**src/rtl/tactile_pkg.sv**
```systemverilog
// Shared types, widths and the threshold-window helper for the taxel scanner.
package tactile_pkg;

    localparam int ADC_W = 12;
    // Widest row/col index a pixel record can carry; narrower scans zero-extend.
    localparam int IDX_W = 8;

    typedef enum logic [2:0] {
        ST_IDLE,
        ST_SETTLE,
        ST_CONVERT,
        ST_WAIT_ADC,
        ST_EMIT
    } scan_state_t;

    typedef struct packed {
        logic [ADC_W-1:0] data;
        logic [IDX_W-1:0] row;
        logic [IDX_W-1:0] col;
        logic             hit;
        logic             err;
    } pixel_t;

    // An inverted window (lower > upper) can never satisfy both compares.
    function automatic logic in_window(input logic [ADC_W-1:0] data,
                                       input logic [ADC_W-1:0] lower,
                                       input logic [ADC_W-1:0] upper,
                                       input logic             thr_on);
        return !thr_on || ((data >= lower) && (data <= upper));
    endfunction

endpackage

```
**src/rtl/taxel_scan_controller_if.sv**
```systemverilog
// ADC conversion handshake and pixel output stream of the taxel scanner.
interface taxel_scan_controller_if #(
    parameter int RW = 2,
    parameter int CW = 2
);
    import tactile_pkg::*;

    logic             adc_start_out;
    logic             adc_done_in;
    logic [ADC_W-1:0] adc_data_in;
    logic             pix_valid_out;
    logic             pix_ready_in;
    logic [ADC_W-1:0] pix_data_out;
    logic [RW-1:0]    pix_row_out;
    logic [CW-1:0]    pix_col_out;
    logic             pix_hit_out;
    logic             pix_err_out;

    modport master (
        output adc_start_out, pix_valid_out, pix_data_out, pix_row_out,
               pix_col_out, pix_hit_out, pix_err_out,
        input  adc_done_in, adc_data_in, pix_ready_in
    );

    modport slave (
        input  adc_start_out, pix_valid_out, pix_data_out, pix_row_out,
               pix_col_out, pix_hit_out, pix_err_out,
        output adc_done_in, adc_data_in, pix_ready_in
    );

endinterface

```
**src/rtl/scan_index_counter.sv**
```systemverilog
// Row-major taxel index: column advances first, wraps into the next row.
module scan_index_counter #(
    parameter int ROWS = 4,
    parameter int COLS = 4
) (
    input  logic                      clk_in,
    input  logic                      rst_in,
    input  logic                      clear_in,
    input  logic                      advance_in,
    output logic [$clog2(ROWS)-1:0]   row_out,
    output logic [$clog2(COLS)-1:0]   col_out,
    output logic                      last_out
);
    localparam int RW = $clog2(ROWS);
    localparam int CW = $clog2(COLS);

    logic [RW-1:0] r_row;
    logic [CW-1:0] r_col;
    logic          w_row_end;
    logic          w_col_end;

    assign w_row_end = (r_row == RW'(ROWS - 1));
    assign w_col_end = (r_col == CW'(COLS - 1));

    always_ff @(posedge clk_in or negedge rst_in) begin
        if (!rst_in) begin
            r_row <= '0;
            r_col <= '0;
        end else if (clear_in) begin
            r_row <= '0;
            r_col <= '0;
        end else if (advance_in) begin
            if (w_col_end) begin
                r_col <= '0;
                r_row <= w_row_end ? '0 : r_row + 1'b1;
            end else begin
                r_col <= r_col + 1'b1;
            end
        end
    end

    assign row_out  = r_row;
    assign col_out  = r_col;
    assign last_out = w_row_end && w_col_end;

endmodule

```
**src/rtl/taxel_scan_controller.sv**
```systemverilog
// Taxel matrix scanner: settle mux, start ADC, window-threshold and stream pixels.
// Define SCAN_TIMEOUT_EN to bound the ADC wait and flag timed-out pixels via pix_err_out.
module taxel_scan_controller
    import tactile_pkg::*;
#(
    parameter int ROWS           = 4,
    parameter int COLS           = 4,
    parameter int SETTLE_CYCLES  = 8,
    parameter int TIMEOUT_CYCLES = 256
) (
    input  logic                    clk_in,
    input  logic                    rst_in,
    input  logic                    enable_in,
    input  logic                    threshold_on_in,
    input  logic [ADC_W-1:0]        lower_bound_in,
    input  logic [ADC_W-1:0]        upper_bound_in,
    output logic [$clog2(ROWS)-1:0] row_sel_out,
    output logic [$clog2(COLS)-1:0] col_sel_out,
    output logic                    frame_done_out,
    output logic                    busy_out,
    taxel_scan_controller_if.master bus
);
    localparam int RW = $clog2(ROWS);
    localparam int CW = $clog2(COLS);
    localparam int SW = $clog2(SETTLE_CYCLES + 1);

    scan_state_t      r_state, w_state_next;
    logic [SW-1:0]    r_settle_cnt;
    logic [ADC_W-1:0] r_lower, r_upper;
    logic             r_thr_on;
    pixel_t           r_pix;
    logic             r_frame_done;
    logic [RW-1:0]    w_row;
    logic [CW-1:0]    w_col;
    logic             w_last;
    logic             w_start_frame, w_capture, w_transfer;
    logic             w_unused;

    scan_index_counter #(.ROWS(ROWS), .COLS(COLS)) u_index (
        .clk_in     (clk_in),
        .rst_in     (rst_in),
        .clear_in   (w_start_frame),
        .advance_in (w_transfer),
        .row_out    (w_row),
        .col_out    (w_col),
        .last_out   (w_last)
    );

`ifdef SCAN_TIMEOUT_EN
    localparam int WW = $clog2(TIMEOUT_CYCLES + 1);
    logic [WW-1:0] r_wait_cnt;
    logic          w_timeout;

    always_ff @(posedge clk_in or negedge rst_in) begin
        if (!rst_in) r_wait_cnt <= '0;
        else         r_wait_cnt <= (r_state == ST_WAIT_ADC && w_state_next == ST_WAIT_ADC) ?
                                   r_wait_cnt + 1'b1 : '0;
    end
`endif

    always_ff @(posedge clk_in or negedge rst_in) begin
        if (!rst_in) r_state <= ST_IDLE;
        else         r_state <= w_state_next;
    end

    always_comb begin
        w_state_next  = r_state;
        w_start_frame = 1'b0;
        w_capture     = 1'b0;
        w_transfer    = 1'b0;
`ifdef SCAN_TIMEOUT_EN
        w_timeout     = 1'b0;
`endif
        case (r_state)
            ST_IDLE: if (enable_in) begin
                w_start_frame = 1'b1;
                w_state_next  = ST_SETTLE;
            end
            ST_SETTLE: if (r_settle_cnt == SW'(SETTLE_CYCLES - 1)) w_state_next = ST_CONVERT;
            ST_CONVERT: w_state_next = ST_WAIT_ADC;
            ST_WAIT_ADC: begin
                if (bus.adc_done_in) begin
                    w_capture    = 1'b1;
                    w_state_next = ST_EMIT;
                end
`ifdef SCAN_TIMEOUT_EN
                else if (r_wait_cnt == WW'(TIMEOUT_CYCLES - 1)) begin
                    w_timeout    = 1'b1;
                    w_state_next = ST_EMIT;
                end
`endif
            end
            ST_EMIT: if (bus.pix_ready_in) begin
                w_transfer = 1'b1;
                // Enable only matters at frame boundaries; a frame never aborts.
                if (!w_last) begin
                    w_state_next = ST_SETTLE;
                end else if (enable_in) begin
                    w_start_frame = 1'b1;
                    w_state_next  = ST_SETTLE;
                end else begin
                    w_state_next = ST_IDLE;
                end
            end
            default: w_state_next = ST_IDLE;
        endcase
    end

    always_ff @(posedge clk_in or negedge rst_in) begin
        if (!rst_in) begin
            r_settle_cnt <= '0;
            r_lower      <= '0;
            r_upper      <= '0;
            r_thr_on     <= 1'b0;
            r_pix        <= '0;
            r_frame_done <= 1'b0;
        end else begin
            r_settle_cnt <= (r_state == ST_SETTLE && w_state_next == ST_SETTLE) ?
                            r_settle_cnt + 1'b1 : '0;
            r_frame_done <= w_transfer && w_last;
            if (w_start_frame) begin
                r_lower  <= lower_bound_in;
                r_upper  <= upper_bound_in;
                r_thr_on <= threshold_on_in;
            end
            if (w_capture) begin
                r_pix.data <= bus.adc_data_in;
                r_pix.row  <= IDX_W'(w_row);
                r_pix.col  <= IDX_W'(w_col);
                r_pix.hit  <= in_window(bus.adc_data_in, r_lower, r_upper, r_thr_on);
                r_pix.err  <= 1'b0;
            end
`ifdef SCAN_TIMEOUT_EN
            if (w_timeout) begin
                r_pix.data <= '0;
                r_pix.row  <= IDX_W'(w_row);
                r_pix.col  <= IDX_W'(w_col);
                r_pix.hit  <= 1'b0;
                r_pix.err  <= 1'b1;
            end
`endif
        end
    end

    assign row_sel_out       = w_row;
    assign col_sel_out       = w_col;
    assign busy_out          = (r_state != ST_IDLE);
    assign frame_done_out    = r_frame_done;
    assign bus.adc_start_out = (r_state == ST_CONVERT);
    assign bus.pix_valid_out = (r_state == ST_EMIT);
    assign bus.pix_data_out  = r_pix.data;
    assign bus.pix_row_out   = r_pix.row[RW-1:0];
    assign bus.pix_col_out   = r_pix.col[CW-1:0];
    assign bus.pix_hit_out   = r_pix.hit;
`ifdef SCAN_TIMEOUT_EN
    assign bus.pix_err_out   = r_pix.err;
    assign w_unused          = ^{r_pix.row, r_pix.col};
`else
    assign bus.pix_err_out   = 1'b0;
    assign w_unused          = ^{r_pix.row, r_pix.col, r_pix.err, (TIMEOUT_CYCLES != 0)};
`endif

endmodule

```
**src/flat_wrapper.sv**
```systemverilog
// flat-port wrapper written by rule: the top's interface ports become plain ports
module taxel_scan_controller_flat import tactile_pkg::*;
#(
    parameter int ROWS           = 4,
    parameter int COLS           = 4,
    parameter int SETTLE_CYCLES  = 8,
    parameter int TIMEOUT_CYCLES = 256
)
  (clk_in, rst_in, enable_in, threshold_on_in, lower_bound_in, upper_bound_in, row_sel_out, col_sel_out, frame_done_out, busy_out, bus_adc_start_out, bus_pix_valid_out, bus_pix_data_out, bus_pix_row_out, bus_pix_col_out, bus_pix_hit_out, bus_pix_err_out, bus_adc_done_in, bus_adc_data_in, bus_pix_ready_in);
  taxel_scan_controller_if #(.RW(($clog2(ROWS))), .CW(($clog2(COLS)))) bus_i ();
  input  logic clk_in;
  input  logic rst_in;
  input  logic enable_in;
  input  logic threshold_on_in;
  input  logic [ADC_W-1:0] lower_bound_in;
  input  logic [ADC_W-1:0] upper_bound_in;
  output logic [$clog2(ROWS)-1:0] row_sel_out;
  output logic [$clog2(COLS)-1:0] col_sel_out;
  output logic frame_done_out;
  output logic busy_out;
  output wire logic [$bits(bus_i.adc_start_out)-1:0] bus_adc_start_out;
  output wire logic [$bits(bus_i.pix_valid_out)-1:0] bus_pix_valid_out;
  output wire logic [$bits(bus_i.pix_data_out)-1:0] bus_pix_data_out;
  output wire logic [$bits(bus_i.pix_row_out)-1:0] bus_pix_row_out;
  output wire logic [$bits(bus_i.pix_col_out)-1:0] bus_pix_col_out;
  output wire logic [$bits(bus_i.pix_hit_out)-1:0] bus_pix_hit_out;
  output wire logic [$bits(bus_i.pix_err_out)-1:0] bus_pix_err_out;
  input wire logic [$bits(bus_i.adc_done_in)-1:0] bus_adc_done_in;
  input wire logic [$bits(bus_i.adc_data_in)-1:0] bus_adc_data_in;
  input wire logic [$bits(bus_i.pix_ready_in)-1:0] bus_pix_ready_in;
  assign bus_adc_start_out = bus_i.adc_start_out;
  assign bus_pix_valid_out = bus_i.pix_valid_out;
  assign bus_pix_data_out = bus_i.pix_data_out;
  assign bus_pix_row_out = bus_i.pix_row_out;
  assign bus_pix_col_out = bus_i.pix_col_out;
  assign bus_pix_hit_out = bus_i.pix_hit_out;
  assign bus_pix_err_out = bus_i.pix_err_out;
  assign bus_i.adc_done_in = bus_adc_done_in;
  assign bus_i.adc_data_in = bus_adc_data_in;
  assign bus_i.pix_ready_in = bus_pix_ready_in;
  taxel_scan_controller #(.ROWS(ROWS), .COLS(COLS), .SETTLE_CYCLES(SETTLE_CYCLES), .TIMEOUT_CYCLES(TIMEOUT_CYCLES)) u_core (.clk_in(clk_in), .rst_in(rst_in), .enable_in(enable_in), .threshold_on_in(threshold_on_in), .lower_bound_in(lower_bound_in), .upper_bound_in(upper_bound_in), .row_sel_out(row_sel_out), .col_sel_out(col_sel_out), .frame_done_out(frame_done_out), .busy_out(busy_out), .bus(bus_i));
endmodule
```
**config.mk**
```make
export PLATFORM = sky130hd
export DESIGN_NAME = taxel_scan_controller_flat
export DESIGN_NICKNAME = d
export VERILOG_FILES = /design/src/rtl/tactile_pkg.sv /design/src/rtl/taxel_scan_controller_if.sv /design/src/rtl/scan_index_counter.sv /design/src/rtl/taxel_scan_controller.sv /design/src/flat_wrapper.sv
export SDC_FILE = /design/constraint.sdc
export NUM_CORES = 1
export LEC_CHECK = 0
export ABC_AREA = 1
export CAP_MARGIN = 15
export CORE_ASPECT_RATIO = 1.75
export CORE_MARGIN = 2
export CORE_UTILIZATION = 49
export CTS_CLUSTER_DIAMETER = 120
export DETAILED_ROUTE_END_ITERATION = 10
export PLACE_DENSITY = 0.79
export SETUP_SLACK_MARGIN = 0.3
export SYNTH_ARGS = -nofsm -noshare
export SYNTH_HDL_FRONTEND = slang
export SYNTH_SLANG_ARGS = --single-unit
```
**constraint.sdc**
```tcl
create_clock -name clk_in -period 1.95 [get_ports clk_in]
set_input_delay 0.39 -clock clk_in [delete_from_list [all_inputs] [get_ports clk_in]]
set_output_delay 0.39 -clock clk_in [all_outputs]
set_load 0.1 [all_outputs]
```
==> results.json <==
{
  "cts_made_buffers": 5,
  "peakVddDrop_mv": 0.907,
  "post-route-min-period_ns": 1.66,
  "p_int_w": 0.00294,
  "critPathKind": "reg2out",
  "dieArea_um2": 6340,
  "drc": 0,
  "rows": 36,
  "crit_path_top_delay_cell": "dfrtp_1",
  "final_cells": 482,
  "slowest_delay_ns": 0.43,
  "hold_violations": 0,
  "cts.htree.levels": 2,
  "synthDistinctLibCells": 27,
  "arrival_ns": 1.27,
  "slew_headroom_pct": 60.8,
  "die_w_um": 61.1,
  "pwr-share-clk_pct": 10.6,
  "max_freq_mhz": 602,
  "syn2layout_area_growth_pct": 33.3,
  "worst_pin_slew_ns": 0.582,
  "maxCapViolCount": 0,
  "cp_num_buf_inv": 2,
  "mostFrequentLayoutCells": "109 x nand2_1, 49 x dfrtp_1, 46 x inv_1, 37 x clkdlybuf4s50_1, 27 x buf_4",
  "fin_ws_ns": 0.288,
  "synthCells": 332,
  "layout_commonest_cell": "nand2_1",
  "hp-class": "in2async",
  "grt_max_degree": 55,
  "critPathMaxFanout": 3,
  "cp.required_ns": 1.56,
  "syn_avg_cell_area_um2": 8.41,
  "synth_area_leaders": "dfrtp_1 48%, nand2_1 15%, ha_1 12%",
  "cts_tree": "yes",
  "min_period_over_period_pct": 85.2,
  "pwr-share-comb_pct": 59.3,
  "coreArea_um2": 5540,
  "cts_sinks": 54,
  "clock_latency_ns": 0.31,
  "clk_pin_slew_ns": 0.10,
  "n_antenna_cell": 0,
  "cts-hold-fix-buffers": 0,
  "p_leak_nw": 1.91,
  "place.gp.congestion": 0.821,
  "rsz0062_at_grt": "true",
  "cp_cell_sequence": "buf_6 -> nor3_4 -> buf_12",
  "dp_cells": 469,
  "fin_util_pct": 67.2,
  "finClkSkew_ns": 0.00544,
  "grt_overflow": 0,
  "synth_warnings": 0,
  "antenna_found_initial": 0,
  "ys_ff_latch": 54,
  "dp_hpwl_um": 4560,
  "netSwitchingFraction_pct": 52.5,
  "pre_cts_ws_ns": -0.00716,
  "drive_gt1_share_pct": 16.7,
  "pwr-share-seq_pct": 30.1,
  "port_buffers": 66,
  "drtPass1Iterations": 4,
  "grt_pass1_vias": 2271,
  "crit_path_end_kind": "primary output",
  "grt_pass1_wl_um": 9690,
  "holdWs_ns": 0.0561,
  "grt_use_total_pct": 20.3,
  "ant_nets": 0,
  "synth_top_area_share_pct": 48.4,
  "start_util_pct": 50.4,
  "netlist_area_um2": 2790,
  "clk_path_buf_depth": 2,
  "power_density_nw_per_um2": 1660,
  "dr.first_iter.drc_count": 143,
  "status": "finished, final reports clean",
  "via_per_inst": 4.85,
  "pin_count": 68,
  "num_vias": 2337,
  "fp.dieH_um": 104,
  "synth_seq_area_share_pct": 48.4,
  "yosysTopAreaCell": "dfrtp_1",
  "cp_top_family": "flip-flops",
  "syn_nets": 401,
  "crit_path_start_kind": "flop",
  "setup_viol": 0,
  "maxSlewViolCount": 0,
  "wire_per_inst_um": 12.5,
  "totalWireLength_um": 6040,
  "final_nets": 474,
  "switchingPower_w": 0.00325,
  "ctsRootBufferMaster": "clkbuf_8"
}
## power by group through the flow
stage / clock network [W] / registers (W) / logic [W]
after global placement: 0 / 0.00188 / 0.00350
after floorplan: 0 / 0.00328 / 0.00131
final: 0.000658 / 0.00186 / 0.00367
after global routing: 0.000717 / 0.00191 / 0.00396
after detailed placement: 0 / 0.00189 / 0.00359
after CTS: 0.000669 / 0.00186 / 0.00366
## timing repair
item                                    CTS  global route
buffers inserted                          5             0
pin swaps                                 2             5
resized for setup                         3             9
endpoints found under the setup margin    2             4
## cells in the mapped netlist (all sizes together)
cell	instances
clkbuf	1
nor3b	1
nor2	19
ha	27
a21oi	10
o41ai	1
nand4	5
nand2	110
nor3	2
buf	8
dfrtp	54
inv	50
a21o	1
o21ai	34
o31ai	1
xor2	1
nand3	6
conb	1
## cell type report
cell class,instances,area (µm²)
fill,456,1820
clock buffer,6,82.6
clock inverter,2,12.5
tap,76,95.1
multi-input combinational,219,1240
inverter,50,188
sequential,54,1360
timing repair buffer,75,747
## sequential cells by signal (all words and copies together), names as in the netlist
register,flops
u_core.bus.pix_row_out,2
u_core.r_lower,12
u_core.r_settle_cnt,4
u_core.r_upper,12
u_core.bus.pix_hit_out,1
u_core.u_index.col_out,2
u_core.frame_done_out,1
u_core.bus.pix_data_out,12
u_core.u_index.row_out,2
u_core.bus.pix_col_out,2
u_core.r_state,3
u_core.r_thr_on,1
## final timing paths
| check | to | cells past startpoint | start | slack, ns |
|---|---|---|---|---|
| setup / recovery | bus_adc_start_out | 3 | u_core.r_state[0] | 0.29 |
| hold / removal | u_core.r_state[2] | 2 | rst_in | 0.06 |
| setup reg to reg | u_core.r_upper[8] | 8 | u_core.u_index.col_out[0] | 0.42 |
| hold reg to reg | u_core.r_settle_cnt[0] | 1 | u_core.r_settle_cnt[0] | 0.47 |
| max in group asynchronous | u_core.u_index.row_out[0] | 2 | rst_in | 1.63 |
| min in group clk_in | u_core.bus.pix_data_out[9] | 3 | bus_adc_data_in[9] | 0.38 |
## cell families after synthesis
logic type / synth area share [%]
other cells: 0.134
compound gates: 9.54
fa+ha+maj: 12.1
buf+inv: 8.92
flops: 48.4
xor+xnor: 0.314
simple gates: 20.6
## routing by layer
| layer | track usage, % | share of wire, % | up-vias |
|---|---|---|---|
| li1 | - | - | 1187 |
| met1 | 21.8 | 38 | 1084 |
| met2 | 35.8 | 56 | 54 |
| met3 | 3.86 | 3.5 | 12 |
| met4 | 9.47 | 2.7 | 0 |
| met5 | 0 | 0 | - |
## stage by stage
step | setup TNS, ns | total power, W | area, µm²
3_3_place_gp | 0 | 0.00538 | 3550
3_5_place_dp | -0.00716 | 0.00548 | 3550
4_1_cts | 0 | 0.00619 | 3680
2_1_floorplan | 0 | 0.00459 | 2810
5_1_grt | 0 | 0.00659 | 3720
6_report | 0 | 0.00619 | 3720
No activity file was read; power rests on OpenSTA's default activity.
